$ cat src/rtl/sid_waveform_mixer.sv
// Per-voice SID waveform mixer. It combines the selected waveforms, holds and then fades a floating DAC,
// and returns noise write-back bits. Define SID_WAVE_PULLDOWN_EN to enable the 6581 saw+tri bit pull-down.
package sid;
  typedef enum logic {
    MOS6581 = 1'b0,
    MOS8580 = 1'b1
  } model_e;

  localparam int PHI1 = 0;
  localparam int PHI2 = 1;
  typedef logic [1:0] phase_t;

  typedef struct packed {
    logic [3:0]  selector;  // {noise, pulse, sawtooth, triangle}
    logic [7:0]  noise;
    logic        pulse;
    logic [11:0] saw_tri;
  } waveform_i_t;
endpackage

module sid_waveform_mixer #(
  parameter logic [19:0] FADE_6581 = 20'd54000,
  parameter logic [19:0] FADE_8580 = 20'd800000
) (
  input  logic              clk,
  input  logic              res,
  input  sid::model_e       model,
  input  sid::phase_t       phase,
  input  sid::waveform_i_t  wave_i,
  output logic [11:0]       wave,
  output logic [7:0]        osc3,
  output logic [7:0]        noise_wb,
  output logic              noise_wb_en
);

  logic [11:0] comp_tri;
  logic [11:0] comp_saw;
  logic [11:0] comp_pul;
  logic [11:0] comp_noi;
  logic [11:0] mix_and;
  logic [11:0] mix;
  logic        phi2;
  logic        unused_phase;

  logic [11:0] wave_reg, wave_next;
  logic [19:0] fade_reg, fade_next;
  logic [7:0]  noise_wb_reg, noise_wb_next;
  logic        noise_wb_en_reg, noise_wb_en_next;

  assign phi2         = phase[sid::PHI2];
  assign unused_phase = phase[sid::PHI1];

  assign comp_tri = {wave_i.saw_tri[10:0], 1'b0};
  assign comp_saw = wave_i.saw_tri;
  assign comp_pul = {12{wave_i.pulse}};
  assign comp_noi = {wave_i.noise, 4'b0000};

  // Unselected components contribute all-ones so the AND passes the selected ones through.
  always_comb begin
    mix_and = 12'hFFF;
    if (wave_i.selector[0]) mix_and = mix_and & comp_tri;
    if (wave_i.selector[1]) mix_and = mix_and & comp_saw;
    if (wave_i.selector[2]) mix_and = mix_and & comp_pul;
    if (wave_i.selector[3]) mix_and = mix_and & comp_noi;
  end

`ifdef SID_WAVE_PULLDOWN_EN
  logic [11:0] mix_pd;

  // Each bit of the 6581 saw+tri output is pulled low by a low bit directly above it.
  generate
    for (genvar gi = 0; gi < 11; gi++) begin : g_pulldown
      assign mix_pd[gi] = mix_and[gi] & mix_and[gi+1];
    end
  endgenerate
  assign mix_pd[11] = mix_and[11];

  assign mix = ((model == sid::MOS6581) && (wave_i.selector[1:0] == 2'b11)) ? mix_pd : mix_and;
`else
  assign mix = mix_and;
`endif

  always_comb begin
    wave_next        = wave_reg;
    fade_next        = fade_reg;
    noise_wb_next    = noise_wb_reg;
    noise_wb_en_next = 1'b0;
    if (phi2) begin
      if (wave_i.selector != 4'b0000) begin
        wave_next = mix;
        fade_next = (model == sid::MOS6581) ? FADE_6581 : FADE_8580;
        if (wave_i.selector[3] && (wave_i.selector[2:0] != 3'b000)) begin
          noise_wb_next    = mix[11:4];
          noise_wb_en_next = 1'b1;
        end
      end else begin
        // Floating DAC: hold until the counter expires, saturating at zero.
        if (fade_reg != 20'd0) begin
          fade_next = fade_reg - 20'd1;
        end
        if (fade_reg <= 20'd1) begin
          wave_next = 12'h000;
        end
      end
    end
  end

  always_ff @(posedge clk) begin
    if (res) begin
      wave_reg        <= 12'h000;
      fade_reg        <= 20'd0;
      noise_wb_reg    <= 8'h00;
      noise_wb_en_reg <= 1'b0;
    end else begin
      wave_reg        <= wave_next;
      fade_reg        <= fade_next;
      noise_wb_reg    <= noise_wb_next;
      noise_wb_en_reg <= noise_wb_en_next;
    end
  end

  assign wave        = wave_reg;
  assign osc3        = wave_reg[11:4];
  assign noise_wb    = noise_wb_reg;
  assign noise_wb_en = noise_wb_en_reg;

endmodule

$ cat config.mk
export PLATFORM = sky130hd
export DESIGN_NAME = sid_waveform_mixer
export DESIGN_NICKNAME = d
export VERILOG_FILES = /design/src/rtl/sid_waveform_mixer.sv
export SDC_FILE = /design/constraint.sdc
export NUM_CORES = 1
export LEC_CHECK = 0
export CAP_MARGIN = 25
export CORE_ASPECT_RATIO = 2
export CORE_MARGIN = 2
export CORE_UTILIZATION = 42
export DETAILED_ROUTE_END_ITERATION = 10
export DONT_BUFFER_PORTS = 1
export PLACE_DENSITY = 0.62
export SLEW_MARGIN = 20
export SYNTH_ARGS = -nofsm -noshare
export SYNTH_HDL_FRONTEND = slang
export SYNTH_SLANG_ARGS = --single-unit
export TNS_END_PERCENT = 50
$ cat constraint.sdc
create_clock -name clk -period 6.1 [get_ports clk]
set_clock_uncertainty 0.05 [all_clocks]
set_input_delay 1.22 -clock clk [delete_from_list [all_inputs] [get_ports clk]]
set_output_delay 1.22 -clock clk [all_outputs]
set_load 0.03 [all_outputs]
# --- After elaboration in Yosys (flattened, before gate mapping) ---
# Index checks and enable logic that the tools add are counted.
classes:
  n_addsub: 1
  order_cmp: 1
  mux: 10
  bitwise: 5
  reduce_logical: 10
op_table:
  columns: ["operator", "count"]
  rows:
  - ["two-way mux 12 bit", 6]
  - ["two-way mux 20 bit", 3]
  - ["bitwise AND 12 bit", 3]
  - ["less-or-equal comparator 20 x 1 -> 1 bit (second input constant)", 1]
  - ["nonzero test 20 bit", 1]
  - ["subtractor 20 x 1 -> 20 bit (second input constant)", 1]
  - ["AND reduction 2 bit", 2]
  - ["nonzero test 2 bit", 2]
  - ["nonzero test 4 bit", 1]
  - ["AND reduction 3 bit", 1]
  - ["nonzero test 3 bit", 1]
  - ["OR reduction 3 bit", 1]
  - ["NOT 1 bit", 2]
  - ["logical AND 1 bit", 1]
  - ["two-way mux 1 bit", 1]
word_totals:
  reg_bits: 41
  input_bits: 30
  out_inout_bits: 29
  wordCells: 31

# --- Depth between registers and ports, before layout ---
# Gate-level depths: netlist of the first run.
logic_depth:
  word_depth: 8
  mapped_depth: 8
  ltp_nobuf: 7

# --- Least setup slack after synthesis of the first run ---
# Ideal clock, no wire load.
synth_path:
  path_kind: "input to register"
  startpoint: "input wave_i[23] (netlist name)"
  endpoint: "register fade_reg[6]"
  setup_ns: 0.086
  arrival_ns: 2.592
  required_time_ns: 5.964
  path_slack_ns: 3.372
  cell_stages: 6
  path_buffers: 2
  cell_sequence: "or4_1 -> clkbuf_1 -> and2_1 -> clkbuf_1 -> a31o_1 -> a221oi_2"
synth_via:
  elab_chain_cells: 3
  word_cells_on_any_way: 4
  classes_between: "mux (1); reduce/logical (3)"
synth_lines:
  columns: ["item", "line", "rtl"]
  rows:
  - ["start, declared", "29", "input sid::waveform_i_t wave_i,"]
  - ["nonzero test 4 bit (*)", "89", "if (wave_i.selector != 4'b0000) begin"]
  - ["nonzero test 2 bit (no line)", null, null]
  - ["AND reduction 2 bit (no line)", null, null]
  - ["end signal, assigned", "116", "fade_reg <= fade_next;"]
  - ["end, declared", "46", "logic [19:0] fade_reg, fade_next;"]
# Every way passes the cells marked *; elsewhere a longest branch is shown, timed or not.
# A chain may end at the register's enable or synchronous reset.

# --- Worst setup path in the final report of the first run ---
layout_path:
  startpoint: "input wave_i[23] (netlist name)"
  endpoint: "register fade_reg[8]"
# The elaborated chain is that of the path after synthesis.

==> results of run 1 <==
worst max-delay path by stage:
stage | start | endpoint | slack (ns) | cells after the start
after floorplan | wave_i[23] | fade_reg[6]$_SDFFE_PP0P_ | 3.37 | 6
after global placement | wave_i[23] | fade_reg[13]$_SDFFE_PP0P_ | 2.97 | 6
after detailed placement | wave_i[23] | fade_reg[8]$_SDFFE_PP0P_ | 2.97 | 6
after CTS | wave_i[23] | fade_reg[8]$_SDFFE_PP0P_ | 3.29 | 6
after global routing | wave_i[23] | fade_reg[14]$_SDFFE_PP0P_ | 3.03 | 6
final | wave_i[23] | fade_reg[8]$_SDFFE_PP0P_ | 3.24 | 6
cells in the final DEF, fill, tap and decap left out, types with 2 or more instances in the layout:
cell type and instances:
inv_1 7, a22o_1 7, xor2_1 2, nor2b_1 2, bufinv_16 2, o22ai_1 8
or3_1 6, nand2_1 22, o21a_1 3, or4_4 2, a21o_1 3, dfxtp_1 41
o21ai_0 24, and2_1 2, o211ai_1 2, nor2_1 25, nand4_1 2, ha_1 3
a32o_1 2, nand3_1 6, or4_1 2, and3_1 3, a21oi_1 31, nor4_1 5
clkbuf_8 5, nor4_4 2, a31oi_1 2, nor3_1 14, o221a_2 3
power by group:
group          internal (uW)  switching, uW
combinational           34.3           55.4
sequential               281           34.2
clock                    165            105
layout make-up:
| class | count | area share, % |
|---|---|---|
| clock buffer | 5 | 3.02 |
| clock inverter | 3 | 3.02 |
| inverter | 7 | 1.15 |
| multi-input combinational | 199 | 53.3 |
| sequential | 41 | 36.0 |
| tap | 58 | 3.18 |
| timing repair buffer | 1 | 0.329 |
logic make-up (layout without fill, tap and decap cells):
family / count (synthesis) / in the layout
compound gates: 93 / 93
buf+inv: 32 / 16
xor+xnor: 2 / 2
flops: 41 / 41
simple gates: 101 / 101
fa+ha+maj: 3 / 3
synthesized netlist by cell type, types with 6 or more instances:
| cell type | number | area [sq um] |
|---|---|---|
| dfxtp_1 | 41 | 821 |
| a21oi_1 | 31 | 155 |
| nor2_1 | 25 | 93.8 |
| o21ai_0 | 24 | 120 |
| nand2_1 | 22 | 82.6 |
| nor3_1 | 14 | 70.1 |
| clkbuf_1 | 13 | 48.8 |
| buf_4 | 10 | 75.1 |
| o22ai_1 | 8 | 50.1 |
| a22o_1 | 7 | 61.3 |
| inv_1 | 7 | 26.3 |
| nand3_1 | 6 | 30.0 |
| or3_1 | 6 | 37.5 |
metrics by stage:
step / utilization [%] / setup WS (ns)
global route: 44.8 / 3.03
detailed placement: 42.1 / 2.97
global placement: 42.1 / 2.97
CTS: 44.8 / 3.29
floorplan: - / 3.37
finish: 44.8 / 3.24
per-layer routing:
metal  vias to the layer above  global-route usage (%)
met3                        17                    3.28
li1                        956                       -
met4                         0                    12.2
met5                         -                       0
met1                       938                    18.6
met2                        61                    37.8
critical path: cells and delay by family:
family / cells / cell delay (ns)
AOI/OAI and AO/OA: 3 / 1.10
buffers and inverters: 1 / 0.25
and+or+nand+nor: 2 / 0.47
==> results.py, run 1 <==
metrics = {
    "outcome": {
        "status": "complete, no violations",
    },
    "yosys": {
        "yosys.area_share.simple_pct": 26.0,
        "ys_seq_area_share_pct": 37.2,
        "synth_compound_area_share_pct": 26.7,
        "ys_ff_latch": 41,
        "syn_inst": 272,
        "synth_cell_types": 47,
        "syn_area_sq_mm": 0.00220,
        "yosys_most_used_dff": "dfxtp_1",
        "synth_edf_count": 0,
        "muxShareOfSynthArea_pct": 0,
        "synthAdderAreaFrac_pct": 1.70,
        "synth.avg_cell_area_sq_um": 8.11,
        "synth-async-reset-ratio_pct": 0,
        "synth.net_count": 305,
        "yosys_warnings": 0,
        "synth_xor_area_share_pct": 0.795,
        "synth_top_family_by_area": "compound AO/OA/AOI/OAI gates",
    },
    "final_layout": {
        "drive_above_1_share_pct": 9.77,
        "ff_latch_area_sq_um": 821,
        "area_growth_pct": 3.52,
        "fin_area_sq_mm": 0.00228,
        "instances_no_fill": 314,
        "multi_input_area_sq_mm": 0.00122,
        "finalNetCount": 288,
        "num_antenna_cells": 0,
        "largest_register_ff_count": 20,
        "fillers": 524,
    },
    "clock_network": {
        "cts_max_path_buffers": 2,
        "clock_latency_ns": 0.30,
        "cts_tree": "built",
        "cts_made_buffers": 5,
        "clkSinkCount": 41,
        "cts_setup_buffers": 0,
        "hold_buffers": 0,
        "clk_pin_slew_ns": 0.08,
        "cts_max_level": 2,
        "cts-root-buf": "clkbuf_8",
        "cts_resized": 0,
    },
    "floorplanning": {
        "die_h_microns": 106,
        "dieArea_sq_mm": 0.00588,
        "io_pins": 59,
        "fp.dieW_microns": 55.2,
        "coreArea_sq_mm": 0.00509,
        "initial_core_util_pct": 43.3,
        "rows": 37,
    },
    "routing": {
        "drt_first_pass_iters": 5,
        "finalWirelength_mm": 5.51,
        "dr_wl_met3_microns": 217,
        "wl_per_cell_microns": 17.5,
        "drc": 0,
        "dr_wl_met2_mm": 3.17,
        "num_vias": 1972,
        "maxUsedRoutingLayer": "met4",
        "first_iter_violations": 49,
        "routed_via_density": 6.28,
        "ant_nets": 0,
        "drt-met1-wl_mm": 1.92,
    },
    "worst_setup_path": {
        "critPathSlowestCell": "o21ai_2",
        "rrSetupSlack_ns": 3.72,
        "critPathLaunchType": "primary input",
        "reg2reg_to": "fade_reg[8]$_SDFFE_PP0P_",
        "path_max_fanout": 21,
        "reg2regPathDepth": 5,
        "cp.required_ns": 6.29,
        "path_class": "in -> reg",
        "path_cells": "nor4_2, buf_4, nand3_1, o21ai_2, o21ai_0, a21oi_1",
        "rr_startpoint": "fade_reg[2]$_SDFFE_PP0P_",
        "setup.worst_path.end_class": "flip-flop",
        "critPathMaxStageDelay_ns": 0.68,
        "cp.arrival_ns": 3.04,
    },
    "placement": {
        "placed_cells": 306,
        "place.gp.congestion": 0.783,
        "dp_hpwl_mm": 4.17,
        "io_buffer_count": 0,
        "dpl-instance-area_sq_mm": 0.00214,
    },
    "global_route": {
        "grt_pass1_wl_mm": 9.20,
        "antenna_found_initial": 0,
        "grt_pass1_vias": 1968,
        "grt_max_degree": 28,
        "grt-ovfl-total": 0,
        "grtUsageTotal_pct": 19.7,
    },
    "sta": {
        "maxSlewHeadroom_pct": 39.2,
        "max_freq_mhz": 350,
        "rsz0062_at_grt": "false",
        "setup_viol": 0,
        "tns_ns": 0,
        "min_period_ns": 2.86,
        "hold_slack_ns": 0.431,
        "finalHoldViolCount": 0,
        "period_share_pct": 46.9,
        "slew_violations": 0,
        "worst_slew_pin_slew_ns": 0.911,
    },
    "pwr": {
        "peakVddDrop_mv": 0.188,
        "power_density_mw_per_mm2": 296,
        "leakage_uw": 0.000810,
        "power_uw": 675,
    },
    "min_path": {
        "min_path_type": "reg -> reg",
        "hold_start": "fade_reg[19]$_SDFFE_PP0P_",
        "min_path_cells": 2,
        "holdPathEnd": "fade_reg[19]$_SDFFE_PP0P_",
    },
    "flow_run": {
        "cap_violations": 0,
    },
}
No activity file was read; power rests on OpenSTA's default activity.
==> run 2: changes to the inputs <==
--- a/config.mk
+++ b/config.mk
@@ -11,7 +11,7 @@
 export CORE_UTILIZATION = 42
 export DETAILED_ROUTE_END_ITERATION = 10
 export DONT_BUFFER_PORTS = 1
-export PLACE_DENSITY = 0.62
+export PLACE_DENSITY = 0.65
 export SLEW_MARGIN = 20
 export SYNTH_ARGS = -nofsm -noshare
 export SYNTH_HDL_FRONTEND = slang
==> constraint.sdc (replaced) <==
create_clock -name clk -period 2.51 [get_ports clk]
set_clock_uncertainty 0.05 [all_clocks]
set_input_delay 0.502 -clock clk [delete_from_list [all_inputs] [get_ports clk]]
set_output_delay 0.502 -clock clk [all_outputs]
set_load 0.03 [all_outputs]
==> run 2 against run 1 <==
Cell area grew 0.33%. Critical path type is now reg -> reg. Non-clock buffer count grew 4. Critical endpoint is now wave[10]$_SDFFE_PP0P_. Largest cell class unchanged. Clock-buffer cell count is the same. Highest routed layer unchanged. Routed wire length is 0.69% higher. Final cell count is 1.3% higher. Worst hold slack lost 0.22 ns. Clock power rose by 100%. Via count is 1.5% higher. Total power rose by 130%. Setup slack lost 3.0 ns. Register-to-register slack worse by 3.5 ns.
==> results.py, run 2 (synthesis gave the netlist of run 1 again) <==
metrics = {
    "clock_network": {
        "cts_setup_buffers": 0,
        "cts_max_path_buffers": 2,
        "cts_max_level": 2,
        "cts_tree": "built",
        "clock_latency_ns": 0.30,
        "cts-root-buf": "clkbuf_8",
        "clkSinkCount": 41,
        "hold_buffers": 0,
        "clk_pin_slew_ns": 0.09,
        "cts_made_buffers": 5,
        "cts_resized": 0,
    },
    "final_layout": {
        "final_cell_mix": "41 x dfxtp_1, 31 x a21oi_1, 25 x nor2_1",
        "fin_area_sq_mm": 0.00229,
        "finalNetCount": 292,
        "layout_commonest_cell": "dfxtp_1",
        "drive_above_1_share_pct": 11.2,
        "area_growth_pct": 3.86,
        "largest_register_ff_count": 20,
        "fillers": 554,
        "num_antenna_cells": 0,
    },
    "routing": {
        "first_iter_violations": 54,
        "num_vias": 2001,
        "ant_nets": 0,
        "drc": 0,
        "wl_per_cell_microns": 17.4,
        "drt_first_pass_iters": 4,
        "finalWirelength_mm": 5.55,
        "routed_via_density": 6.29,
    },
    "worst_setup_path": {
        "critPathLaunchType": "flip-flop",
        "worstSetupStartpoint": "fade_reg[0]$_SDFFE_PP0P_",
        "setup.worst_path.end_class": "flip-flop",
        "path_max_fanout": 11,
        "rr_startpoint": "fade_reg[0]$_SDFFE_PP0P_",
        "cp.arrival_ns": 2.44,
        "cp.required_ns": 2.70,
        "path_class": "reg -> reg",
    },
    "global_route": {
        "grtUsageTotal_pct": 19.4,
        "grt_pass1_wl_mm": 9.17,
        "grt_pass1_vias": 2063,
        "grt_max_degree": 28,
        "antenna_found_initial": 0,
        "grt-ovfl-total": 0,
    },
    "sta": {
        "setup_viol": 0,
        "worst_slew_pin_slew_ns": 0.896,
        "finalHoldViolCount": 0,
        "rsz0062_at_grt": "false",
        "hold_slack_ns": 0.210,
        "min_period_ns": 2.25,
        "tns_ns": 0,
        "max_freq_mhz": 444,
        "maxSlewHeadroom_pct": 40.3,
        "slew_violations": 0,
        "period_share_pct": 89.7,
    },
    "placement": {
        "io_buffer_count": 0,
        "dp_hpwl_mm": 4.28,
        "place.gp.congestion": 0.846,
        "dpl-instance-area_sq_mm": 0.00217,
    },
    "floorplanning": {
        "rows": 37,
        "fp.dieW_microns": 55.2,
        "coreArea_sq_mm": 0.00509,
        "die_h_microns": 106,
        "io_pins": 59,
        "initial_core_util_pct": 43.3,
        "dieArea_sq_mm": 0.00588,
    },
    "pwr": {
        "leakage_uw": 0.000815,
        "peakVddDrop_mv": 0.429,
        "power_density_mw_per_mm2": 671,
    },
    "min_path": {
        "min_path_type": "in -> reg",
        "hold_start": "res",
    },
    "flow_run": {
        "cap_violations": 0,
    },
    "outcome": {
        "status": "complete, no violations",
    },
}
==> run 2: critical path, cell delays in order (launching register included) <==
cell     delay (ns)
dfxtp_1        0.41
inv_1          0.11
ha_1           0.26
o21ai_0        0.24
o21ai_0        0.14
a21oi_1        0.75
a22o_1         0.23
==> run 2: path summary, 6_finish.rpt <==
check / slack (ns) / to / cells past startpoint
setup reg to reg: 0.26 / wave[10]$_SDFFE_PP0P_ / 6
hold reg to reg: 0.44 / fade_reg[19]$_SDFFE_PP0P_ / 2
setup / recovery: 0.26 / wave[10]$_SDFFE_PP0P_ / 6
hold / removal: 0.21 / fade_reg[9]$_SDFFE_PP0P_ / 1
==> run 2: metrics by stage <==
step	setup WS, ns	utilization, %	std cells	power, uW
after global placement	0.307	42.7	310	1000
final	0.260	45.0	318	1540
after global routing	0.100	45.0	318	1590
after detailed placement	0.236	42.7	310	1010
after CTS	0.214	45.0	318	1550
after floorplan	0.500	-	272	969
==> run 2: metal layers <==
metal	global-route usage, %	share of wire [%]	vias up	wire length (microns)
li1	-	-	963	-
met1	17.1	34	956	1910
met2	38.4	58	65	3230
met3	2.31	3.1	17	171
met4	13.9	4.2	0	233
met5	0	0	-	0
==> run 2: cell type report <==
class	instances	area, sq um	share of cell area (%)
sequential	41	821	35.8
clock inverter	3	46.3	2.02
multi-input combinational	199	1220	53.2
inverter	7	26.3	1.15
clock buffer	5	68.8	3.01
timing repair buffer	5	37.5	1.64
tap	58	72.6	3.17
==> run 2: power breakdown <==
group	total (uW)	internal, uW	switching [uW]
logic	225	88.5	136
clock network	544	298	247
registers	767	683	83.5
total	1540	1070	467
